`config.mk`:
```
export PLATFORM = sky130hd
export DESIGN_NAME = psram_arbiter_flat
export DESIGN_NICKNAME = d
export VERILOG_FILES = /design/src/rtl/psram_arb_pkg.sv /design/src/rtl/psram_arbiter_if.sv /design/src/rtl/psram_arb_pick.sv /design/src/rtl/psram_arbiter.sv /design/src/flat_wrapper.sv
export SDC_FILE = /design/constraint.sdc
export NUM_CORES = 1
export LEC_CHECK = 0
export CORE_MARGIN = 10
export CORE_UTILIZATION = 36
export DETAILED_ROUTE_END_ITERATION = 16
export HOLD_SLACK_MARGIN = 0.15
export PLACE_DENSITY = 0.83
export SLEW_MARGIN = 30
export SYNTH_ARGS = -nofsm -noshare
export SYNTH_HDL_FRONTEND = slang
export SYNTH_SLANG_ARGS = --single-unit
```
`constraint.sdc`:
```
create_clock -name pclk -period 1.6 [get_ports pclk]
set_input_delay 0.4 -clock pclk [delete_from_list [all_inputs] [get_ports pclk]]
set_output_delay 0.4 -clock pclk [all_outputs]
set_load 0.03 [all_outputs]
```
`src/rtl/psram_arb_pkg.sv`:
```
// Shared types and constants for the two-port PSRAM APB arbiter.
package psram_arb_pkg;

    localparam int unsigned STRB_WIDTH = 4;

    typedef enum logic [1:0] {
        IDLE   = 2'd0,
        SETUP  = 2'd1,
        ACCESS = 2'd2
    } state_t;

    typedef enum logic [1:0] {
        NONE  = 2'd0,
        GNT_I = 2'd1,
        GNT_D = 2'd2
    } grant_t;

    localparam logic [STRB_WIDTH-1:0] STB_B = 4'b0001;
    localparam logic [STRB_WIDTH-1:0] STB_H = 4'b0011;
    localparam logic [STRB_WIDTH-1:0] STB_W = 4'b1111;

    // Only byte, halfword and word strobes are understood by the psram.
    function automatic logic strb_legal(input logic [STRB_WIDTH-1:0] strb);
        return (strb == STB_B) || (strb == STB_H) || (strb == STB_W);
    endfunction

endpackage

```
`src/rtl/psram_arbiter_if.sv`:
```
// Requester (I/D) and psram APB signals of the arbiter.
// slave : arbiter view (serves requesters, drives the psram port)
// master: environment view (requesters plus the psram itself)
interface psram_arbiter_if
    import psram_arb_pkg::*;
#(
    parameter int unsigned ADDR_WIDTH = 32,
    parameter int unsigned DATA_WIDTH = 32
) ();

    logic                  i_req;
    logic [ADDR_WIDTH-1:0] i_addr;
    logic                  i_ack;
    logic [DATA_WIDTH-1:0] i_rdata;
    logic                  i_err;

    logic                  d_req;
    logic [ADDR_WIDTH-1:0] d_addr;
    logic [DATA_WIDTH-1:0] d_wdata;
    logic                  d_write;
    logic [STRB_WIDTH-1:0] d_strb;
    logic                  d_ack;
    logic [DATA_WIDTH-1:0] d_rdata;
    logic                  d_err;

    logic [ADDR_WIDTH-1:0] m_paddr;
    logic [DATA_WIDTH-1:0] m_pdata;
    logic                  m_pwrite;
    logic [STRB_WIDTH-1:0] m_pstb;
    logic                  m_psel;
    logic                  m_penable;
    logic [DATA_WIDTH-1:0] m_prdata;
    logic                  m_pready;
    logic                  m_perr;

    modport slave (
        input  i_req, i_addr,
        output i_ack, i_rdata, i_err,
        input  d_req, d_addr, d_wdata, d_write, d_strb,
        output d_ack, d_rdata, d_err,
        output m_paddr, m_pdata, m_pwrite, m_pstb, m_psel, m_penable,
        input  m_prdata, m_pready, m_perr
    );

    modport master (
        output i_req, i_addr,
        input  i_ack, i_rdata, i_err,
        output d_req, d_addr, d_wdata, d_write, d_strb,
        input  d_ack, d_rdata, d_err,
        input  m_paddr, m_pdata, m_pwrite, m_pstb, m_psel, m_penable,
        output m_prdata, m_pready, m_perr
    );

endinterface

```
`src/rtl/psram_arb_pick.sv`:
```
// Combinational winner select between fetch (I) and load/store (D).
// PSRAM_ARB_RR_EN: round-robin, tie goes to rr_ptr (0 = I, 1 = D).
// Otherwise fixed priority D over I.
module psram_arb_pick
    import psram_arb_pkg::*;
(
    input  logic   i_req,
    input  logic   d_req,
    input  logic   rr_ptr,
    output grant_t gnt_c
);

    // Winner for the current IDLE cycle.
    always_comb begin
        gnt_c = NONE;
`ifdef PSRAM_ARB_RR_EN
        if (i_req && d_req) begin
            gnt_c = rr_ptr ? GNT_D : GNT_I;
        end else if (d_req) begin
            gnt_c = GNT_D;
        end else if (i_req) begin
            gnt_c = GNT_I;
        end
`else
        if (d_req) begin
            gnt_c = GNT_D;
        end else if (i_req) begin
            gnt_c = GNT_I;
        end
`endif
    end

`ifndef PSRAM_ARB_RR_EN
    logic unused_rr_ptr;
    assign unused_rr_ptr = rr_ptr;
`endif

endmodule

```
`src/rtl/psram_arbiter.sv`:
```
// Shares the APB-style psram port between fetch (I, read-only) and
// load/store (D). Runs SETUP/ACCESS and holds psel/penable until pready.
// Optional macro PSRAM_ARB_RR_EN selects round-robin arbitration.
module psram_arbiter
    import psram_arb_pkg::*;
#(
    parameter int unsigned ADDR_WIDTH = 32,
    parameter int unsigned DATA_WIDTH = 32
) (
    input  logic            pclk,
    input  logic            rst,
    psram_arbiter_if.slave  bus
);

    state_t state_q, state_d;
    grant_t grant_q, grant_d;
    logic   rr_ptr_q, rr_ptr_d;
    grant_t pick_gnt;
    logic   cmd_load;
    logic   xfer_done;
    logic   strb_fault;
    logic   i_req_live;
    logic   d_req_live;

    // A port whose ack is showing is still holding req for this cycle only.
    assign i_req_live = bus.i_req && !bus.i_ack;
    assign d_req_live = bus.d_req && !bus.d_ack;

    psram_arb_pick u_pick (
        .i_req  (i_req_live),
        .d_req  (d_req_live),
        .rr_ptr (rr_ptr_q),
        .gnt_c  (pick_gnt)
    );

    // State, grant and round-robin pointer registers.
    always_ff @(posedge pclk) begin
        if (rst) begin
            state_q  <= IDLE;
            grant_q  <= NONE;
            rr_ptr_q <= 1'b0;
        end else begin
            state_q  <= state_d;
            grant_q  <= grant_d;
            rr_ptr_q <= rr_ptr_d;
        end
    end

    // Next-state, grant and transfer events.
    always_comb begin
        state_d    = state_q;
        grant_d    = grant_q;
        rr_ptr_d   = rr_ptr_q;
        cmd_load   = 1'b0;
        xfer_done  = 1'b0;
        strb_fault = 1'b0;
        case (state_q)
            IDLE: begin
                grant_d = NONE;
                if (pick_gnt == GNT_D && !strb_legal(bus.d_strb)) begin
                    // Rejected without a bus cycle; still counts as D's turn.
                    strb_fault = 1'b1;
                    rr_ptr_d   = 1'b0;
                end else if (pick_gnt != NONE) begin
                    grant_d  = pick_gnt;
                    cmd_load = 1'b1;
                    state_d  = SETUP;
                end
            end
            SETUP: begin
                state_d = ACCESS;
            end
            ACCESS: begin
                if (bus.m_pready) begin
                    xfer_done = 1'b1;
                    state_d   = IDLE;
                    grant_d   = NONE;
                    rr_ptr_d  = (grant_q == GNT_I);
                end
            end
            default: begin
                state_d = IDLE;
                grant_d = NONE;
            end
        endcase
    end

    // Registered bus controls, command latch and requester responses.
    always_ff @(posedge pclk) begin
        if (rst) begin
            bus.m_psel    <= 1'b0;
            bus.m_penable <= 1'b0;
            bus.m_paddr   <= '0;
            bus.m_pdata   <= '0;
            bus.m_pwrite  <= 1'b0;
            bus.m_pstb    <= '0;
            bus.i_ack     <= 1'b0;
            bus.i_err     <= 1'b0;
            bus.i_rdata   <= '0;
            bus.d_ack     <= 1'b0;
            bus.d_err     <= 1'b0;
            bus.d_rdata   <= '0;
        end else begin
            bus.m_psel    <= (state_d != IDLE);
            bus.m_penable <= (state_d == ACCESS);
            bus.i_ack     <= xfer_done && (grant_q == GNT_I);
            bus.i_err     <= xfer_done && (grant_q == GNT_I) && bus.m_perr;
            bus.d_ack     <= (xfer_done && (grant_q == GNT_D)) || strb_fault;
            bus.d_err     <= (xfer_done && (grant_q == GNT_D) && bus.m_perr) || strb_fault;
            if (xfer_done && grant_q == GNT_I) begin
                bus.i_rdata <= DATA_WIDTH'(bus.m_prdata);
            end
            if (xfer_done && grant_q == GNT_D) begin
                bus.d_rdata <= DATA_WIDTH'(bus.m_prdata);
            end
            if (cmd_load) begin
                if (pick_gnt == GNT_I) begin
                    bus.m_paddr  <= ADDR_WIDTH'(bus.i_addr);
                    bus.m_pdata  <= '0;
                    bus.m_pwrite <= 1'b0;
                    bus.m_pstb   <= STB_W;
                end else begin
                    bus.m_paddr  <= ADDR_WIDTH'(bus.d_addr);
                    bus.m_pdata  <= DATA_WIDTH'(bus.d_wdata);
                    bus.m_pwrite <= bus.d_write;
                    bus.m_pstb   <= bus.d_strb;
                end
            end
        end
    end

endmodule

```
`src/flat_wrapper.sv`:
```
// flat-port wrapper written by rule: the top's interface ports become plain ports
module psram_arbiter_flat import psram_arb_pkg::*;
#(
    parameter int unsigned ADDR_WIDTH = 32,
    parameter int unsigned DATA_WIDTH = 32
)
  (pclk, rst, bus_i_req, bus_i_addr, bus_i_ack, bus_i_rdata, bus_i_err, bus_d_req, bus_d_addr, bus_d_wdata, bus_d_write, bus_d_strb, bus_d_ack, bus_d_rdata, bus_d_err, bus_m_paddr, bus_m_pdata, bus_m_pwrite, bus_m_pstb, bus_m_psel, bus_m_penable, bus_m_prdata, bus_m_pready, bus_m_perr);
  psram_arbiter_if #(.ADDR_WIDTH(ADDR_WIDTH), .DATA_WIDTH(DATA_WIDTH)) bus_i ();
  input  logic pclk;
  input  logic rst;
  input wire logic [$bits(bus_i.i_req)-1:0] bus_i_req;
  input wire logic [$bits(bus_i.i_addr)-1:0] bus_i_addr;
  output wire logic [$bits(bus_i.i_ack)-1:0] bus_i_ack;
  output wire logic [$bits(bus_i.i_rdata)-1:0] bus_i_rdata;
  output wire logic [$bits(bus_i.i_err)-1:0] bus_i_err;
  input wire logic [$bits(bus_i.d_req)-1:0] bus_d_req;
  input wire logic [$bits(bus_i.d_addr)-1:0] bus_d_addr;
  input wire logic [$bits(bus_i.d_wdata)-1:0] bus_d_wdata;
  input wire logic [$bits(bus_i.d_write)-1:0] bus_d_write;
  input wire logic [$bits(bus_i.d_strb)-1:0] bus_d_strb;
  output wire logic [$bits(bus_i.d_ack)-1:0] bus_d_ack;
  output wire logic [$bits(bus_i.d_rdata)-1:0] bus_d_rdata;
  output wire logic [$bits(bus_i.d_err)-1:0] bus_d_err;
  output wire logic [$bits(bus_i.m_paddr)-1:0] bus_m_paddr;
  output wire logic [$bits(bus_i.m_pdata)-1:0] bus_m_pdata;
  output wire logic [$bits(bus_i.m_pwrite)-1:0] bus_m_pwrite;
  output wire logic [$bits(bus_i.m_pstb)-1:0] bus_m_pstb;
  output wire logic [$bits(bus_i.m_psel)-1:0] bus_m_psel;
  output wire logic [$bits(bus_i.m_penable)-1:0] bus_m_penable;
  input wire logic [$bits(bus_i.m_prdata)-1:0] bus_m_prdata;
  input wire logic [$bits(bus_i.m_pready)-1:0] bus_m_pready;
  input wire logic [$bits(bus_i.m_perr)-1:0] bus_m_perr;
  assign bus_i.i_req = bus_i_req;
  assign bus_i.i_addr = bus_i_addr;
  assign bus_i_ack = bus_i.i_ack;
  assign bus_i_rdata = bus_i.i_rdata;
  assign bus_i_err = bus_i.i_err;
  assign bus_i.d_req = bus_d_req;
  assign bus_i.d_addr = bus_d_addr;
  assign bus_i.d_wdata = bus_d_wdata;
  assign bus_i.d_write = bus_d_write;
  assign bus_i.d_strb = bus_d_strb;
  assign bus_d_ack = bus_i.d_ack;
  assign bus_d_rdata = bus_i.d_rdata;
  assign bus_d_err = bus_i.d_err;
  assign bus_m_paddr = bus_i.m_paddr;
  assign bus_m_pdata = bus_i.m_pdata;
  assign bus_m_pwrite = bus_i.m_pwrite;
  assign bus_m_pstb = bus_i.m_pstb;
  assign bus_m_psel = bus_i.m_psel;
  assign bus_m_penable = bus_i.m_penable;
  assign bus_i.m_prdata = bus_m_prdata;
  assign bus_i.m_pready = bus_m_pready;
  assign bus_i.m_perr = bus_m_perr;
  psram_arbiter #(.ADDR_WIDTH(ADDR_WIDTH), .DATA_WIDTH(DATA_WIDTH)) u_core (.pclk(pclk), .rst(rst), .bus(bus_i));
endmodule
```
==> results of run 1 <==
==> synthesized netlist by cell type <==
| cell type | count |
|---|---|
| nor3_1 | 2 |
| a22o_1 | 33 |
| a21oi_2 | 15 |
| o21a_1 | 2 |
| and3_1 | 1 |
| nor4b_4 | 1 |
| nor2b_2 | 1 |
| clkinv_1 | 1 |
| and3b_1 | 1 |
| o31ai_1 | 32 |
| nor3_4 | 1 |
| nand3b_1 | 3 |
| a21oi_1 | 86 |
| nor3b_1 | 1 |
| o21ai_2 | 1 |
| o221a_2 | 1 |
| nand2_1 | 130 |
| nor2_4 | 1 |
| buf_2 | 19 |
| clkbuf_1 | 16 |
| dfxtp_1 | 143 |
| nor3b_2 | 2 |
| o21a_2 | 1 |
| nor2_1 | 10 |
| buf_6 | 8 |
| nor3_2 | 1 |
| mux2i_1 | 32 |
| nor4_2 | 1 |
| nand2b_1 | 3 |
| and4_4 | 1 |
| or2_1 | 1 |
| o21ai_0 | 2 |
| buf_1 | 1 |
==> cells by family (layout without fill, tap and decap cells) <==
logic type,count (synthesis),in the layout,synth area share
buffers and inverters,45,350,0.04764
AOI/OAI and AO/OA,173,173,0.2158
DFF,143,143,0.5396
and+or+nand+nor,161,161,0.1366
muxes,32,32,0.06038
==> power groups by stage <==
stage | Sequential (W) | Clock (W) | Combinational, W
4_1_cts | 0.00377 | 0.00447 | 0.00143
2_1_floorplan | 0.00409 | 0 | 0.000426
3_5_place_dp | 0.00385 | 0 | 0.00150
3_3_place_gp | 0.00385 | 0 | 0.00149
6_report | 0.00377 | 0.00438 | 0.00143
5_1_grt | 0.00379 | 0.00463 | 0.00152
==> final cells by class <==
type	instances	area [sq um]
clock inverters	9	180.2
fillers	1219	5339
inverters	1	3.754
repair buffers	318	3124
multi-input cells	366	2252
flip-flops and latches	143	2865
well taps	184	230.2
clock buffers	22	484.2
==> registers in the layout, indices dropped and copies added, names as in the netlist <==
register and count:
u_core.bus.m_pdata 32, u_core.bus.i_rdata 32, u_core.bus.m_penable 1, u_core.bus.m_psel 1
u_core.bus.m_paddr 32, u_core.grant_q 2, u_core.bus.d_ack 1, u_core.state_q 2
u_core.bus.i_err 1, u_core.bus.d_err 1, u_core.bus.m_pstb 4, u_core.bus.i_ack 1
u_core.bus.m_pwrite 1, u_core.bus.d_rdata 32
==> through the flow <==
stage / total power, W / setup WS [ps] / area [sq um]
after floorplan: 0.004520 / 7.841 / 5321
after global placement: 0.005337 / -439.3 / 8558
after detailed placement: 0.005351 / -465.8 / 8558
after CTS: 0.009678 / -6.894 / 9081
after global routing: 0.009946 / -18.02 / 9140
final: 0.009576 / 38.75 / 9140
==> layout by cell type, fill, tap and decap left out, types with 4 or more instances in the layout <==
master and count:
buf_4 27, buf_12 15, clkbuf_2 16, clkbuf_16 18, a21oi_1 84, nand2_1 130, o31ai_1 32, clkdlybuf4s50_1 132
dlygate4sd2_1 66, a22o_1 33, nor2_1 10, bufinv_16 5, a21oi_2 17, mux2i_1 32, dfxtp_1 141, clkdlybuf4s15_1 54
clkbuf_8 4
==> timing repair <==
| item | in CTS | in global routing |
|---|---|---|
| pin swaps | 0 | 3 |
| buffers inserted | 0 | 1 |
| gates resized for setup | 155 | 79 |
| setup endpoints to repair | 144 | 118 |
| gates cloned | 0 | 2 |
==> routing by layer <==
layer  vias to the layer above  GRT usage  wire (um)
li1                       2532          -          -
met5                         -          0          0
met3                        22    0.07143       1628
met2                       208     0.2971       9430
met4                         0    0.06401        380
met1                      2394     0.1917       7372
==> tightest hold or removal path, cell delays in order <==
cell	delay [ps]
dlymetal6s2s_1	110
buf_4	110
o221a_2	170
==> how the worst min path moves through the flow <==
stage	from	to	depth (start not counted)
floorplan	u_core.grant_q[1]	u_core.grant_q[1]	2
global placement	u_core.bus.d_rdata[26]	u_core.bus.d_rdata[26]	2
detailed placement	u_core.bus.d_rdata[12]	u_core.bus.d_rdata[12]	2
CTS	rst	u_core.bus.i_err	3
global route	bus_d_strb[1]	u_core.bus.m_pstb[1]	3
finish	bus_d_strb[1]	u_core.bus.m_pstb[1]	3
==> results.md, run 1 <==
* Achievable clock frequency at around 640 MHz
* Critical path destination: bus_i_rdata[10]
* Worst Setup SP: u_core.bus.i_rdata[10]
* Later-pin clock latency in the skew report at 410 ps
* Antenna violations before repair at 0
* Sinks on the clock net at 143
* Part of the Yosys area used for sequential elements at 0.5396
* CTS H-tree lvls at 4
* Worst setup SP type: flip-flop
* Setup repair after global routing missed its margin: yes
* DIE AREA at roughly 20,000 sq um
* Worst clock skew at approximately 9.0 ps
* Clock root buffer: clkbuf_16
* Post-DRT Antenna Nets at 0
* Total nets after synthesis at a little under 700
* Global-route wire length before repair at 28,030 um
* Post-cts hold buffer count at 0
* Worst Hold Slack at 424.8 ps
* Clock period minus final worst setup slack at around 1600 ps
* Worst min-delay path class: primary input to flip-flop
* Psw at around 0.0022 W
* Arrival @ worst endpoint at ~1200 ps
* Critical Path Max Stage Delay at between 400 and 500 ps
* Least-Margin Pin Slew at between 300 and 400 ps
* Clock tree buffer depth at 2
* Gr usage total at 0.1748
* Flop2flop setup slack at 60 ps
* Synthesis warning total at 0
* Vias in the first global route at 5,066
* Cell at the slowest stage of the critical path: dlygate4sd2_1
* Flop pwr share at 0.394
* Clock slew at reported path FFs at about 60 ps
* CP bufs+invs at 1
* Num ports at ~280
* Router iterations before antenna repair at 4
* Cell depth of the worst setup path at 1
* Required time at the worst-slack endpoint at ~1200 ps
* Dpl hpwl at approximately 14,000 um
* Result of the run: finished, final reports clean
* Fraction of synthesized cell area taken by the top area cell type at 0.5396
* DRC at 0
* Part of the total power dissipated in the clock network at 0.457
* Fraction of final layout cells with drive strength greater than 1 at 0.1467
* Worst IR drop on VDD at roughly 0.00066 V
* Int Power at approximately 0.0073 W
* Average size of a mapped cell at roughly 9.6 sq um
* Count of placed standard cells including taps at 1,009
* Top cells by area in the synthesized netlist: dfxtp_1, nand2_1, a21oi_1
* Setup violation total in the final timing report at 0
* Number of max-cap violations at 0
* Library cell occupying the most area in the post-synthesis netlist: dfxtp_1
* Pin count of the biggest net entering global routing at 74
* Switching share of power at 0.2341
* Aggregate negative setup slack at 0 ps
* Mapped Area at ~5300 sq um
* Inserted Diodes at 0
* Relative area change from synthesis to final layout at 72.29%
* Std-Cell Core Area at 14,480 sq um
* Period utilisation layout at 0.9758
* Total length of routed wires at between 15,000 and 20,000 um
* Aggregate global routing overflow at 0
* Count of mapped cells out of synthesis at ~550
* Count of pins over their slew limit at 0
* First-iteration detailed-routing DRC count at around 280
* Vias/cell at a little under 5
* R2R cell count at 6
* CTS tree: done
* Final hold violations at 0
* TritonCTS buffer count at 17
* Lkg Pwr at approximately 3.8 nW
* Cell variety after synth at 33
* Reg2Reg Launch Point: u_core.state_q[0]
* Average wire per standard cell at about 18 um
* Critical path class: flip-flop to output pin
* Critical path, cell by cell: dlygate4sd2_1
* Worst r2r dst: u_core.bus.d_rdata[0]
* Nets at 986
* Final cell count without fillers at approximately 1,000
* X dimension of the die at around 140 um
* Total vias in the final route at 5,156
* Cell area power density at 1048 nW/um^2
* Number of standard-cell rows in the floorplan at between 40 and 50
* Crit path max fanout at 2
* Height of the die at about 140 um
* Effective utilization at floorplan at 0.3664
* Gate family responsible for the most delay along the worst path: buffers and inverters
* PortBufs at between 200 and 300
* Setup crit end kind: output pin
* FF+latch count, synth at around 140
* Final core utilization at 0.6313
* Final RePlAce weighted congestion at about 0.80
* Worst-case headroom to the max-slew limit at 0.7592
* Relative contribution of combinational cells to total power at 0.149
(Power assumes the default switching activity.)
==> inputs of run 2 (changes only) <==
--- a/config.mk
+++ b/config.mk
@@ -9,7 +9,7 @@
 export CORE_UTILIZATION = 36
 export DETAILED_ROUTE_END_ITERATION = 16
 export HOLD_SLACK_MARGIN = 0.15
-export PLACE_DENSITY = 0.83
+export PLACE_DENSITY = 0.82
 export SLEW_MARGIN = 30
 export SYNTH_ARGS = -nofsm -noshare
 export SYNTH_HDL_FRONTEND = slang
==> results.md, run 2 (synthesized netlist as in run 1, its figures left out) <==
* Most Frequent Cell on Critical Path: buf_12
* Commonest non-fill, non-tap cell in the layout: dfxtp_1 (unchanged)
* Hold Path Sink: u_core.bus.i_err (was u_core.bus.m_pstb[1])
* Total vias in the final route at 5,214 (was 5,156)
* Setup repair after global routing missed its margin: yes (unchanged)
* Later-pin clock latency in the skew report at 420 ps (was 410 ps)
* Required time at the worst-slack endpoint at 1930 ps (was 1200 ps)
* Inserted Diodes at 0 (unchanged)
* Std-Cell Core Area at 14,480 sq um (unchanged)
* Clock tree buffer depth at 2 (unchanged)
* Cell area power density at 971.6 nW/um^2 (was 1048 nW/um^2)
* Aggregate global routing overflow at 0 (unchanged)
* Hold Crit Depth at 3 (unchanged)
* Critical path, cell by cell: buf_12, nand3b_1, nor3b_4, buf_12, buf_12, nand2_1, a21oi_1 (was dlygate4sd2_1)
* Final core utilization at 0.6426 (was 0.6313)
* Count of placed standard cells including taps at 1,014 (was 1,009)
* Aggregate negative setup slack at 0 ps (unchanged)
* Post-DRT Antenna Nets at 0 (unchanged)
* TritonCTS buffer count at 17 (unchanged)
* Effective utilization at floorplan at 0.3664 (unchanged)
* Worst min-delay path class: primary input to flip-flop (unchanged)
* Vias in the first global route at 5,258 (was 5,066)
* Gate family responsible for the most delay along the worst path: simple AND/OR/NAND/NOR gates (was buffers and inverters)
* R2R cell count at 7 (was 6)
* Pin count of the biggest net entering global routing at 74 (unchanged)
* Sinks on the clock net at 143 (unchanged)
* Vias/cell at 4.942 (was 4.943)
* Final cell count without fillers at 1,055 (was 1,043)
* Area of combinational cells with multiple inputs at 2315 sq um (was 2252 sq um)
* Global-route wire length before repair at 28,760 um (was 28,030 um)
* CP bufs+invs at 3 (was 1)
* Worst setup SP type: flip-flop (unchanged)
* Height of the die at 141.4 um (unchanged)
* Setup crit end kind: flip-flop (was output pin)
* Reg2Reg Launch Point: u_core.state_q[0] (unchanged)
* DRC at 0 (unchanged)
* Number of standard-cell rows in the floorplan at 44 (unchanged)
* Antenna violations before repair at 0 (unchanged)
* Period utilisation layout at 0.9881 (was 0.9758)
* Critical path class: flip-flop to flip-flop (was flip-flop to output pin)
* Lkg Pwr at 3.773 nW (was 3.821 nW)
* Average wire per standard cell at 18.38 um (was 18.04 um)
* Final RePlAce weighted congestion at 0.7831 (was 0.8015)
* CTS tree: done (unchanged)
* Area occupied by registers at 2870 sq um (was 2865 sq um)
* Fraction of final layout cells with drive strength greater than 1 at 0.1917 (was 0.1467)
* Worst Setup Slack post-DPL at -507.5 ps (was -465.8 ps)
* CTS H-tree lvls at 4 (unchanged)
* X dimension of the die at 141.4 um (unchanged)
* Count of pins over their slew limit at 0 (unchanged)
* Clock period minus final worst setup slack at 1581 ps (was 1561 ps)
* Gr usage total at 0.1793 (was 0.1748)
* Setup slack of the critical path after layout at 19.02 ps (was 38.75 ps)
* Number of max-cap violations at 0 (unchanged)
* DIE AREA at 19,990 sq um (unchanged)
* Clock root buffer: clkbuf_16 (unchanged)
* Worst-case headroom to the max-slew limit at 0.7635 (was 0.7592)
* Worst IR drop on VDD at 0.0007591 V (was 0.0006580 V)
* Final hold violations at 0 (unchanged)
* Layout filler cell count at 1,180 (was 1,219)
* Total length of routed wires at 19,390 um (was 18,810 um)
* Setup violation total in the final timing report at 0 (unchanged)
* Arrival @ worst endpoint at 1910 ps (was 1160 ps)
* Crit path max fanout at 14 (was 2)
* Commonest cells after routing, fill and taps aside: dfxtp_1, clkdlybuf4s50_1, nand2_1 (unchanged)
* Critical Path Max Stage Delay at 360 ps (was 410 ps)
* Min-Delay Startpoint: rst (was bus_d_strb[1])
* PortBufs at 277 (unchanged)
* Flop2flop setup slack at 20 ps (was 60 ps)
* Result of the run: finished, final reports clean (unchanged)
* Dpl hpwl at 14,040 um (was 13,840 um)
* Worst clock skew at 13.98 ps (was 8.968 ps)
* Least-Margin Pin Slew at 356.2 ps (was 362.6 ps)
* Nets at 997 (was 986)
* Achievable clock frequency at 632.5 MHz (was 640.5 MHz)
* Num ports at 278 (unchanged)
* Post-cts hold buffer count at 0 (unchanged)
* Worst r2r dst: u_core.bus.i_rdata[5] (was u_core.bus.d_rdata[0])
* First-iteration detailed-routing DRC count at 216 (was 281)
* Router iterations before antenna repair at 8 (was 4)
* Relative area change from synthesis to final layout at 75.38% (was 72.29%)
* Clock slew at reported path FFs at 60 ps (about the same)
* Cell at the slowest stage of the critical path: dfxtp_4 (was dlygate4sd2_1)
==> run 2: cell count changes in the layout (fill, tap and decap cells not counted), sizes merged, moves of 2 or more <==
| cell | delta |
|---|---|
| buf | +6 |
| bufinv | -4 |
| clkbuf | +12 |
| clkdlybuf4s15 | +16 |
| clkinv | +6 |
| clkinvlp | +2 |
| dlygate4sd2 | -28 |
==> run 2: layout make-up <==
type                            instances  share of cell area
Multi-Input combinational cell        366              0.2488
Timing Repair Buffer                  329              0.3585
Tap cell                              184             0.02474
Sequential cell                       143              0.3085
Clock buffer                           18             0.04613
Clock inverter                         14             0.01291
Inverter                                1           0.0004034
==> run 2: routing by layer <==
| layer | routed length, um | vias to the layer above | share of wire | track usage |
|---|---|---|---|---|
| met4 | 389 | 0 | 0.020 | 0.06025 |
| met5 | 0 | - | 0 | 0 |
| met2 | 9717 | 206 | 0.50 | 0.3067 |
| li1 | - | 2548 | - | - |
| met1 | 7566 | 2424 | 0.39 | 0.1929 |
| met3 | 1715 | 36 | 0.088 | 0.08011 |
==> run 2: how the worst max path moves through the flow <==
| stage | depth (start not counted) | from | endpoint |
|---|---|---|---|
| after floorplan | 7 | bus_d_req | u_core.bus.m_paddr[20] |
| final | 7 | u_core.state_q[0] | u_core.bus.i_rdata[5] |
| after global placement | 7 | bus_d_req | u_core.bus.m_paddr[20] |
| after CTS | 6 | u_core.state_q[0] | u_core.bus.m_pdata[26] |
| after detailed placement | 7 | bus_d_strb[2] | u_core.bus.m_paddr[15] |
| after global routing | 6 | u_core.state_q[0] | u_core.bus.m_pdata[23] |
==> run 2: where the power goes <==
part           total [W]  switching, W  internal [W]
clock network    0.00371       0.00157       0.00213
logic            0.00155      0.000760      0.000792
registers        0.00378     0.0000852       0.00370
==> run 2: repair_timing <==
| action | in CTS | in global routing |
|---|---|---|
| gates resized for setup | 166 | 132 |
| hold endpoints to repair | 0 | 0 |
| endpoints found under the setup margin | 169 | 186 |
| cloned | 0 | 5 |
| setup buffers | 1 | 3 |
| pin swaps | 0 | 3 |
==> run 2: tightest hold or removal path: stages <==
cell      delay [ps]
buf_2            160
clkinv_1         120
and3_1           150
==> run 2: stage by stage <==
| step | hold WS (ps) | cell area, sq um | total power, W |
|---|---|---|---|
| floorplan | 522.8 | 5321 | 0.004520 |
| global placement | 440.6 | 8636 | 0.005368 |
| detailed placement | 445.6 | 8636 | 0.005382 |
| CTS | 451.1 | 9077 | 0.009014 |
| global route | 456.8 | 9304 | 0.009364 |
| finish | 449.0 | 9304 | 0.009040 |
==> RTL change, RTL diff (settings of run 2) <==
Re-encode `grant_t` (3 values) as one-hot, 3 bits wide.
--- a/src/rtl/psram_arb_pkg.sv
+++ b/src/rtl/psram_arb_pkg.sv
@@ -10,8 +10,8 @@
     } state_t;
 
-    typedef enum logic [1:0] {
-        NONE  = 2'd0,
-        GNT_I = 2'd1,
-        GNT_D = 2'd2
+    typedef enum logic [2:0] {
+        NONE  = 3'b001,
+        GNT_I = 3'b010,
+        GNT_D = 3'b100
     } grant_t;
 
Check against the original RTL: no difference found for any inputs over 4 cycles, from zero or initial values and one cycle with rst high; so few cycles prove little.
==> RTL change against run 2 <==
  * The flow now finishes with violations (negative setup slack)
  * Setup slack got worse by 0.040 ns
  * Clock power rose by 8.1%
  * Routed wire length barely moved
  * Synthesized area fell by 1.3%
  * Count of clock-buffer cells in the layout rose by 1
  * Total power rose by 1.9%
  * Design area fell by 3.0%
  * Critical path depth did not move
  * Core utilization fell by 1.5 points
  * Sequential cell count rose by 1
  * Critical endpoint is now u_core.bus.m_pdata[26]$_SDFFE_PP0P_
==> RTL change: results (changes against run 2) <==
Synth
  – Primary FF master, synth: dfxtp_1 (unchanged)
  – Yosys top cell area share: 55.0% (was 54.0%)
  – Post-synth ARST share: 0% (unchanged)
  – Post-synth cell types: 31 (was 33)
  – Commonest cells in the netlist: 144 x dfxtp_1, 131 x nand2_1, 102 x a21oi_1, 33 x a22o_1 (was 143 x dfxtp_1, 130 x nand2_1, 86 x a21oi_1, 33 x a22o_1)
  – Syn nets: 698 (was 693)
  – Sequential fraction of the synthesis area: 55.0% (was 54.0%)
  – Synthesized area per cell: 9.37 um^2 (was 9.58 um^2)
  – Top cells by area, synth: dfxtp_1 55%, a21oi_1 9.7%, nand2_1 9.4%, mux2i_1 6.1%, a22o_1 5.5% (was dfxtp_1 54%, nand2_1 9.2%, a21oi_1 8.1%, mux2i_1 6.0%, a22o_1 5.4%)
  – Synth Warn #: 0 (unchanged)

Layout
  – Fraction of layout cells with a size suffix above 1: 12.6% (was 19.2%)
  – N_diodes: 0 (unchanged)
  – Fillers: 1,212 (was 1,180)
  – Fin nets: 984 (was 997)
  – Final non-filler cell total: 1,042 (was 1,055)

Run status
  – Violated checks: negative setup slack
  – Status: finished, violations left (was finished clean)

Clocking
  – H-Tree Level Count: 4 (unchanged)
  – Clock Tree Buf Depth: 2 (unchanged)
  – Inserted Clock Buffers: 17 (unchanged)
  – Clk root buf: clkbuf_16 (unchanged)
  – Clk slew on worst S/H paths: 0.06 ns (about the same)

Power and ir drop
  – Leakage Power: 3.77 nW (about the same)
  – Maximum VDD drop: 0.703 mV (was 0.759 mV)

Job
  – Max-cap viol count: 0 (unchanged)

Global route
  – GRT Util Overall: 18.1% (was 17.9%)
  – Met1 global-route usage: 20.9% (was 19.3%)
  – Met2 Track Usage GR: 30.0% (was 30.7%)
  – Initial antenna violation count: 0 (unchanged)
  – Pin count of the biggest net entering global routing: 74 (unchanged)
  – GRT met3 Usage: 6.82% (was 8.01%)
  – Number of global-route vias before repair: 5,166 (was 5,258)
  – First-pass GRT wire length: 28,600 um (was 28,800 um)

Hold path
  – Hold Path Origin: rst (unchanged)

Worst setup path
  – Worst path slowest cell: clkdlybuf4s50_1 (was dfxtp_4)
  – FF-to-FF Start: u_core.bus.d_ack$_SDFF_PP0_ (was u_core.state_q[0]$_SDFF_PP0_)
  – Crit path max fanout: 7 (was 14)
  – Critical path origin: bus_d_strb[1] (was u_core.state_q[0]$_SDFF_PP0_)
  – Critical path's top delay family: buffers and inverters (was simple AND/OR/NAND/NOR gates)
  – Max incr delay on CP: 0.52 ns (was 0.36 ns)

Route
  – Drt wl/cell: 18.6 um (was 18.4 um)
  – DRT iter0 DRCs: 204 (was 216)
  – 1st-pass router iterations: 5 (was 8)
  – Drt via density: 4.97 (was 4.94)

Timing
  – Final Setup Violations: 3 (was 0)
  – Setup WS post-layout: -0.0214 ns (was 0.0190 ns)
  – Clock Skew: 0.0130 ns (was 0.0140 ns)
  – Slew headroom: 75.9% (was 76.3%)

Placed design
  – RePlAce Congestion: 0.825 (was 0.783)
  – HPWL Detailed: 13,900 um (was 14,000 um)
  – PortBufs: 277 (unchanged)
==> RTL change: worst register-to-register path: stages, from the launching register on <==
cell and delay (ns):
dfxtp_4 0.35, nor4b_4 0.25, buf_4 0.17, o21a_4 0.16, nor3_4 0.05, buf_6 0.15
clkbuf_16 0.16, a22o_1 0.19
==> RTL change: stage by stage <==
step | cell area (um^2) | setup slack [ns] | utilization, % | TNS [ns]
finish | 9020 | -0.0214 | 62.8 | -0.0378
detailed placement | 8370 | -0.458 | 58.3 | -48.03
global placement | 8370 | -0.444 | 58.3 | -46.43
floorplan | 5240 | 0.0513 | - | 0
global route | 9020 | -0.0463 | 62.8 | -0.522
CTS | 8880 | -0.00240 | 61.8 | -0.00240
==> RTL change: report_power, final <==
part,switching (mW),internal (mW)
clock network,1.55,2.46
logic,0.698,0.705
registers,0.0795,3.72
total,2.33,6.88
==> RTL change: routing by layer <==
metal | up-vias | routed length [um]
li1 | 2527 | -
met4 | 0 | 407
met3 | 29 | 1660
met1 | 2391 | 7630
met2 | 228 | 9670
met5 | - | 0
==> RTL change: final cells by class <==
cell class | instances | area, um^2 | area share [%]
repair buffers | 313 | 3110 | 34.4
flip-flops and latches | 144 | 2890 | 32.0
multi-input cells | 367 | 2190 | 24.3
clock buffers | 19 | 433 | 4.80
well taps | 184 | 230 | 2.55
clock inverters | 13 | 163 | 1.80
inverters | 2 | 7.51 | 0.0832
==> RTL change: final timing paths <==
kind                                              end  slack (ns)  depth (start not counted)
setup / recovery  u_core.bus.m_pdata[26]$_SDFFE_PP0P_       -0.02                          7
hold / removal            u_core.bus.i_err$_SDFF_PP0_        0.44                          3
setup reg to reg  u_core.bus.m_pdata[26]$_SDFFE_PP0P_           0                          7
hold reg to reg   u_core.bus.i_rdata[27]$_SDFFE_PP0P_        0.45                          2
==> RTL change: kinds of logic after synthesis <==
group / share of synthesized area [%]
simple gates: 13.6
compound gates: 20.7
mux: 6.12
flops: 55.0
buf+inv: 4.51
==> RTL change: timing repair <==
item | 4_1_cts | 5_1_grt
pin swaps | 1 | 6
cloned | 1 | 3
setup buffers | 3 | 3
endpoints found under the setup margin | 188 | 135
gates resized for setup | 154 | 106
